--- config.mk ---
export PLATFORM = sky130hd
export DESIGN_NAME = jt1943_prom_loader
export DESIGN_NICKNAME = d
export VERILOG_FILES = /design/src/rtl/jt1943_prom_loader.sv
export SDC_FILE = /design/constraint.sdc
export NUM_CORES = 1
export LEC_CHECK = 0
export BUFFER_PORTS_ARGS = -buffer_cell sky130_fd_sc_hd__clkbuf_2
export CAP_MARGIN = 20
export CELL_PAD_IN_SITES_DETAIL_PLACEMENT = 1
export CELL_PAD_IN_SITES_GLOBAL_PLACEMENT = 2
export CORE_ASPECT_RATIO = 0.7
export CORE_MARGIN = 3
export CORE_UTILIZATION = 35
export CTS_CLUSTER_SIZE = 20
export DETAILED_ROUTE_END_ITERATION = 16
export GPL_TIMING_DRIVEN = 0
export HOLD_SLACK_MARGIN = 0.02
export PLACE_DENSITY_LB_ADDON = 0.1
export RECOVER_POWER = 50
export SKIP_CTS_REPAIR_TIMING = 1
export SYNTH_ARGS = -nofsm -noshare
export SYNTH_HDL_FRONTEND = slang
export SYNTH_SLANG_ARGS = --single-unit
--- constraint.sdc ---
create_clock -name clk -period 2.2 [get_ports clk]
set_input_delay 0.11 -clock clk [delete_from_list [all_inputs] [get_ports clk]]
set_output_delay 0.11 -clock clk [all_outputs]
set_load 0.005 [all_outputs]
--- src/rtl/jt1943_prom_loader.sv ---
// Palette PROM download sequencer: ioctl byte stream -> setup/strobe writes into PROMs 12A/13A/14A/12C.
// Optional JT1943_PROM_CLEAR_EN: zero-fill all four PROMs at the start of each download.
module jt1943_prom_loader #(
    parameter logic [21:0] PROM_START = 22'h38000,
    parameter int          WE_LEN     = 1
)(
    input  logic        clk,
    input  logic        rst,
    input  logic        downloading,
    input  logic [21:0] ioctl_addr,
    input  logic [7:0]  ioctl_data,
    input  logic        ioctl_wr,
    output logic [7:0]  prog_addr,
    output logic [3:0]  prom_din,
    output logic        prom_12a_we,
    output logic        prom_13a_we,
    output logic        prom_14a_we,
    output logic        prom_12c_we,
    output logic        busy,
    output logic        overflow,
    output logic        prom_ok
);

    localparam logic [2:0] S_IDLE   = 3'd0;
    localparam logic [2:0] S_SETUP  = 3'd1;
    localparam logic [2:0] S_STROBE = 3'd2;
`ifdef JT1943_PROM_CLEAR_EN
    localparam logic [2:0] S_CLEAR  = 3'd3;
    localparam logic [2:0] S_CLR_WE = 3'd4;
`endif
    localparam logic [3:0] WE_INIT  = 4'(WE_LEN);

    logic [2:0]  state;
    logic [3:0]  we_cnt;
    logic [1:0]  region;
    logic [3:0]  we;
    logic        buf_full;
    logic [7:0]  buf_addr;
    logic [3:0]  buf_data;
    logic [1:0]  buf_region;
    logic        dl_q;
    logic [10:0] count;
    logic [22:0] addr_ext;
    logic [9:0]  off;
    logic        in_range, accept, pop, store, dl_rise, dl_fall, clr_start;
    logic        unused_bits;

    assign unused_bits = ^ioctl_data[7:4];
    assign addr_ext    = {1'b0, ioctl_addr};
    assign in_range    = (addr_ext >= {1'b0, PROM_START}) &&
                         (addr_ext <  {1'b0, PROM_START} + 23'd1024);
    assign accept      = ioctl_wr && downloading && in_range;
    // Region is 1024 bytes, so the low 10 bits of the difference are the full offset
    assign off         = ioctl_addr[9:0] - PROM_START[9:0];
    assign dl_rise     = downloading && !dl_q;
    assign dl_fall     = !downloading && dl_q;
`ifdef JT1943_PROM_CLEAR_EN
    assign clr_start   = dl_rise;
`else
    assign clr_start   = 1'b0;
`endif
    // A clear start takes priority over a pop, so the buffered byte waits for the clear
    assign pop         = (state == S_IDLE) && buf_full && !clr_start;
    // A pop frees the slot in the same cycle, so a simultaneous accept is not dropped
    assign store       = accept && (!buf_full || pop);
    assign busy        = (state != S_IDLE) || buf_full;

    always_ff @(posedge clk or posedge rst) begin
        if (rst) begin
            buf_full   <= 1'b0;
            buf_addr   <= 8'd0;
            buf_data   <= 4'd0;
            buf_region <= 2'd0;
        end else if (store) begin
            buf_full   <= 1'b1;
            buf_addr   <= off[7:0];
            buf_data   <= ioctl_data[3:0];
            buf_region <= off[9:8];
        end else if (pop) begin
            buf_full   <= 1'b0;
        end
    end

    always_ff @(posedge clk or posedge rst) begin
        if (rst) begin
            state     <= S_IDLE;
            we_cnt    <= 4'd0;
            region    <= 2'd0;
            prog_addr <= 8'd0;
            prom_din  <= 4'd0;
        end else begin
            case (state)
                S_IDLE: if (pop) begin
                    prog_addr <= buf_addr;
                    prom_din  <= buf_data;
                    region    <= buf_region;
                    state     <= S_SETUP;
                end
                S_SETUP: begin
                    state  <= S_STROBE;
                    we_cnt <= WE_INIT;
                end
                S_STROBE: begin
                    if (we_cnt == 4'd1) state <= S_IDLE;
                    else                we_cnt <= we_cnt - 4'd1;
                end
`ifdef JT1943_PROM_CLEAR_EN
                S_CLEAR: begin
                    state  <= S_CLR_WE;
                    we_cnt <= WE_INIT;
                end
                S_CLR_WE: begin
                    if (we_cnt == 4'd1) begin
                        if (prog_addr == 8'hFF) state <= S_IDLE;
                        else begin
                            prog_addr <= prog_addr + 8'd1;
                            state     <= S_CLEAR;
                        end
                    end else begin
                        we_cnt <= we_cnt - 4'd1;
                    end
                end
`endif
                default: state <= S_IDLE;
            endcase
`ifdef JT1943_PROM_CLEAR_EN
            if (clr_start) begin
                state     <= S_CLEAR;
                prog_addr <= 8'd0;
                prom_din  <= 4'd0;
            end
`endif
        end
    end

    always_comb begin
        we = 4'b0;
        if (state == S_STROBE) we = 4'b0001 << region;
`ifdef JT1943_PROM_CLEAR_EN
        if (state == S_CLR_WE) we = 4'hF;
`endif
    end

    assign prom_12a_we = we[0];
    assign prom_13a_we = we[1];
    assign prom_14a_we = we[2];
    assign prom_12c_we = we[3];

    // Dropped bytes still count, so an overflowed download can never report prom_ok
    always_ff @(posedge clk or posedge rst) begin
        if (rst) begin
            dl_q     <= 1'b0;
            count    <= 11'd0;
            overflow <= 1'b0;
            prom_ok  <= 1'b0;
        end else begin
            dl_q <= downloading;
            if (dl_rise) begin
                count    <= accept ? 11'd1 : 11'd0;
                overflow <= accept && !store;
                prom_ok  <= 1'b0;
            end else begin
                if (accept && count != 11'h7FF) count <= count + 11'd1;
                if (accept && !store)           overflow <= 1'b1;
                if (dl_fall)                    prom_ok <= (count == 11'd1024) && !overflow;
            end
        end
    end

endmodule

==> impl_metrics.toml, run 1 <==
[status]
status = "complete, no violations"

[worst_setup_path]
r2r-start = "count[0]$_DFFE_PP0P_"
critical_path_arrival_ps = 2250
startpoint = "count[0]$_DFFE_PP0P_"
cpMaxStageDelayCell = "dfrtp_1"
crit_path_max_fanout = 10
rr_worst_depth = 6
timing.rr.end = "count[5]$_DFFE_PP0P_"
cp_cell_sequence = "ha_1 -> and4_1 -> and4_4 -> buf_6 -> nor4_1 -> mux2_1"
slowest_delay_ps = 430
reg2reg_slack_ps = 140
critical_path.endpoint_type = "flip-flop"
worst-setup-path-type = "flip-flop to flip-flop"
crit_required_ps = 2390
endpoint = "count[5]$_DFFE_PP0P_"
critPathLaunchType = "flip-flop"

[finish]
area.growth.synth_to_final_pct = 20.7
drive_gt1_share_pct = 35.2
n_antenna_cell = 0
nets = 291
design_area_um2 = 2870

[clocking]
cts_sinks = 49
clockBufferDepth = 2
cts_tree = "built"
cts_buffers = 5
path_clk_slew_ps = 90
cts_root_buf = "clkbuf_8"
clk_latency_ps = 300
h-tree-depth = 2

[yosys]
synth.avg_cell_area_um2 = 12.3
synth-simple-area-share_pct = 17.8
synth_mux_area_share_pct = 16.6
synth_nets = 232
ys_types = 41
synth-compound-area-share_pct = 7.46
synthXorXnorAreaFrac_pct = 0
synth_warnings = 0
synth-seq-cells = 49
synth_fa_ha_area_share_pct = 2.63
yosysSeqAreaShare_pct = 51.5
syn_area_um2 = 2380
postSynthCellCount = 193
synth_top_family_by_area = "simple AND/OR/NAND/NOR gates"

[die]
dieArea_um2 = 7840
die_w_um = 105
ios = 53
core_um2 = 6400
dieHeight_um = 75.0
start_util_pct = 37.2
rows = 24

[grt]
overflow = 0
grt_pass1_vias = 1780
grt_use_total_pct = 14.0
antenna_found_initial = 0
grt_pass1_wl_um = 8760
grt_max_degree = 40

[pwr]
power.density_nw_per_um2 = 564
p_leak_uw = 0.00140
ir_drop_uv = 357
finalPower_uw = 1620

[flow_run]
cap_violations = 0

[sta]
finalMaxSlewViolations = 0
clock.fmax_mhz = 485
slew_headroom_pct = 36.5
fin_crit_sh_pct = 93.6
setup_violations = 0
rsz0062_at_grt = "false"
hold_viol = 0
layout_min_cycle_time_ps = 2060
finClkSkew_ps = 4.65
worst_slew_pin_slew_ps = 953
final.setup.tns_ps = 0

[detailed_routing]
wl_per_cell_um = 15.0
via_per_inst = 4.96
drt_iter0_markers = 47
first_pass_iters = 4
vias = 1705
antenna_left = 0
routed_wl_um = 5170
drc = 0

[placed_design]
io_buffers = 48
dp_hpwl_um = 3900
place_area_um2 = 2760
finalWeightedCongestion = 0.750

[hold_path]
hp-class = "primary input to flip-flop"
[cells in the final DEF (no fill, tap or decap), types with 3 or more instances in the layout]
master / instances
a21oi_1: 10
dfrtp_1: 49
mux2_2: 19
nand4_1: 3
clkbuf_8: 5
nor4_1: 5
o21ai_0: 5
o22ai_1: 3
o31ai_1: 6
or4_1: 5
clkbuf_2: 40
nor2b_1: 3
nor2_1: 5
clkbuf_1: 14
ha_1: 5
mux2_4: 10
nand3_1: 8
inv_1: 10
dlygate4sd3_1: 3
nand2_1: 7
nor4bb_1: 3
and4_1: 5
buf_6: 3
[stage by stage]
| stage | hold WS (ps) | utilization, % | cells | setup WS (ps) |
|---|---|---|---|---|
| finish | 34.0 | 44.9 | 344 | 140 |
| global route | 22.8 | 44.9 | 344 | 1.57 |
| detailed placement | 64.5 | 43.1 | 333 | 144 |
| floorplan | 141 | - | 193 | 333 |
| CTS | -273 | 44.9 | 341 | 123 |
| global placement | 254 | 42.8 | 332 | 129 |
[area by class of cell]
type,instances,area [um^2]
plain buffers,9,57.6
clock buffers,5,68.8
clock inverters,3,46.3
fillers,708,3520
inverters,10,37.5
multi-input cells,125,1060
flip-flops and latches,49,1230
well taps,91,114
repair buffers,52,264
[worst max-delay path, delay by kind of cell, from the launching register on]
family,cells,cell delay (ps)
buffers and inverters,1,140
DFF,1,430
muxes,1,350
and+or+nand+nor,3,780
adders and majority gates,1,240
[where the power goes]
part	switching (uW)	internal, uW	total [uW]
combinational	37.2	29.2	66.4
clock	311	341	652
sequential	0.565	901	902
[cell families after synthesis]
kind of cell | count (synthesis)
compound gates | 29
fa+ha+maj | 5
buf+inv | 19
flops | 49
mux | 32
simple gates | 59
[synthesized netlist by cell type (all sizes together)]
master | n | share of area, %
a211o | 1 | 0.37
a211oi | 1 | 0.32
a21o | 1 | 0.32
a21oi | 10 | 2.1
a31oi | 1 | 0.26
and2 | 1 | 0.26
and4 | 6 | 2.3
and4bb | 1 | 0.53
buf | 4 | 1.6
clkbuf | 5 | 0.79
dfrtp | 49 | 51
ha | 5 | 2.6
inv | 10 | 1.6
mux2 | 30 | 16
mux2i | 2 | 0.84
nand2 | 8 | 1.6
nand3 | 8 | 1.7
nand4 | 4 | 1.3
nor2 | 5 | 0.79
nor2b | 3 | 0.79
nor3 | 2 | 0.42
nor3b | 2 | 0.84
nor4 | 6 | 2.2
nor4b | 2 | 1.4
nor4bb | 3 | 1.3
o21ai | 5 | 1.1
o22a | 1 | 0.37
o22ai | 3 | 0.79
o31ai | 6 | 1.9
or3 | 2 | 0.53
or3b | 1 | 0.37
or4 | 5 | 1.6
[layer usage]
layer  wire (um)  vias to the layer above  global-route usage (%)
met5           0                        -                       0
met3         229                        4                    4.11
met4          38                        0                    3.49
li1            -                      835                       -
met2        2230                       33                    21.3
met1        2680                      833                    19.9
[flip-flops by register name, summed over array words and instances, names as in the netlist, 2 cells and up]
register	cells
buf_addr	8
buf_region	2
count	11
we_cnt	4
prom_din	4
buf_data	4
prog_addr	8
state	2
region	2
[worst min path at each step]
stage / cells past startpoint / slack [ps] / from / endpoint
after detailed placement: 2 / 60 / rst / count[10]$_DFFE_PP0P_
after floorplan: 0 / 140 / downloading / dl_q$_DFF_PP0_
final: 2 / 30 / ioctl_addr[2] / buf_addr[2]$_DFFE_PP0P_
after global routing: 2 / 20 / ioctl_addr[7] / buf_addr[7]$_DFFE_PP0P_
after global placement: 1 / 250 / downloading / dl_q$_DFF_PP0_
after CTS: 2 / -270 / rst / count[10]$_DFFE_PP0P_
No activity file was read; power rests on OpenSTA's default activity.
==> run 2: changes to the inputs <==
Settings changed: CORE_ASPECT_RATIO 0.7 to unset.
==> impl_metrics.toml, run 2 (same netlist as run 1, synthesis figures left out) <==
[status]
status = "complete, no violations"

[hold_path]
hp-class = "primary input to flip-flop"
holdPathEnd = "buf_data[2]$_DFFE_PP0P_"
min_from = "ioctl_data[2]"
holdPathStages = 2

[placed_design]
dp_hpwl_um = 3810
finalWeightedCongestion = 0.705
io_buffers = 48
pre_cts_ws_ps = 144
dp_cells = 319

[detailed_routing]
antenna_left = 0
drc = 0
routed_wl_um = 5220
drt_iter0_markers = 73
vias = 1763
via_per_inst = 5.28
wl_per_cell_um = 15.6
first_pass_iters = 4

[sta]
setup_violations = 0
clock.fmax_mhz = 497
layout_min_cycle_time_ps = 2010
worst_slew_pin_slew_ps = 883
slew_headroom_pct = 41.1
rsz0062_at_grt = "false"
fin_crit_sh_pct = 91.4
worst_slack_ps = 189
finClkSkew_ps = 3.66
finalMaxSlewViolations = 0
hold_viol = 0
final.setup.tns_ps = 0

[finish]
largest_reg_flops = 11
top_regs = "count x11, buf_addr x8, prog_addr x8"
mostFrequentLayoutCells = "dfrtp_1 (49), clkbuf_2 (42), mux2_2 (19)"
nets = 295
top_register = "count"
final_common_cell = "dfrtp_1"
final_cells = 334
drive_gt1_share_pct = 35.8
n_antenna_cell = 0
area.growth.synth_to_final_pct = 21.9
post-route-util_pct = 44.9

[clocking]
clk_latency_ps = 310
path_clk_slew_ps = 90
cts_sinks = 49
clockBufferDepth = 2
cts_root_buf = "clkbuf_8"
cts_buffers = 5
h-tree-depth = 2
cts_tree = "built"

[grt]
overflow = 0
grt_pass1_vias = 1858
grt_max_degree = 36
grt_pass1_wl_um = 9050
antenna_found_initial = 0
grt_use_total_pct = 15.1

[die]
dieArea_um2 = 7830
die_w_um = 88.5
rows = 29
ios = 53
start_util_pct = 36.9
dieHeight_um = 88.5
core_um2 = 6460

[worst_setup_path]
slowest_delay_ps = 450
r2r-start = "count[0]$_DFFE_PP0P_"
crit_required_ps = 2400
critical_path.endpoint_type = "flip-flop"
rr_worst_depth = 6
cpMaxStageDelayCell = "dfrtp_1"
cp_cell_sequence = "ha_1 -> and4_1 -> and4_4 -> buf_6 -> nor4_2 -> mux2_1"
timing.rr.end = "count[5]$_DFFE_PP0P_"
worst-setup-path-type = "flip-flop to flip-flop"
critical_path_arrival_ps = 2210
critPathLaunchType = "flip-flop"
reg2reg_slack_ps = 190
crit_path_max_fanout = 10

[pwr]
power.density_nw_per_um2 = 562
ir_drop_uv = 297
p_leak_uw = 0.00143

[flow_run]
cap_violations = 0
run 2: metal layers:
| layer | vias up | part of all wire [%] | track usage [%] |
|---|---|---|---|
| li1 | 842 | - | - |
| met2 | 44 | 46 | 23.0 |
| met4 | 0 | 0.98 | 4.95 |
| met1 | 872 | 47 | 20.9 |
| met3 | 5 | 5.5 | 4.28 |
| met5 | - | 0 | 0 |
run 2: critical path, delay by kind of cell, from the launching register on:
family / cells / cell delay, ps
simple gates: 3 / 710
flops: 1 / 450
mux: 1 / 350
fa+ha+maj: 1 / 250
buf+inv: 1 / 140
run 2: how the worst max path moves through the flow:
| stage | startpoint | slack, ps | depth (start not counted) | to |
|---|---|---|---|---|
| after global placement | count[0]$_DFFE_PP0P_ | 120 | 6 | count[5]$_DFFE_PP0P_ |
| after global routing | count[0]$_DFFE_PP0P_ | 30 | 6 | count[5]$_DFFE_PP0P_ |
| after floorplan | count[0]$_DFFE_PP0P_ | 330 | 6 | count[5]$_DFFE_PP0P_ |
| final | count[0]$_DFFE_PP0P_ | 190 | 6 | count[5]$_DFFE_PP0P_ |
| after detailed placement | count[0]$_DFFE_PP0P_ | 140 | 6 | count[5]$_DFFE_PP0P_ |
| after CTS | count[0]$_DFFE_PP0P_ | 100 | 6 | count[5]$_DFFE_PP0P_ |
run 2: report_power, final:
group	switching (uW)	internal, uW	leakage, uW	total (uW)
combinational	38.2	33.8	0.000696	71.9
sequential	0.526	901	0.000677	902
clock	316	341	0.0000585	657
total	355	1280	0.00143	1630
run 2: metrics by stage:
step	total power, uW	instance area (um^2)	hold WS [ps]
after floorplan	946	2380	141
after global placement	983	2720	258
after detailed placement	989	2740	79.7
after CTS	1650	2850	-261
after global routing	1710	2900	21.6
final	1630	2900	26.8
run 2: area by class of cell:
| class | count | area [um^2] |
|---|---|---|
| fillers | 703 | 3560 |
| flip-flops and latches | 49 | 1230 |
| multi-input cells | 125 | 1070 |
| repair buffers | 56 | 307 |
| well taps | 77 | 96.3 |
| clock buffers | 5 | 68.8 |
| plain buffers | 9 | 57.6 |
| clock inverters | 3 | 43.8 |
| inverters | 10 | 37.5 |
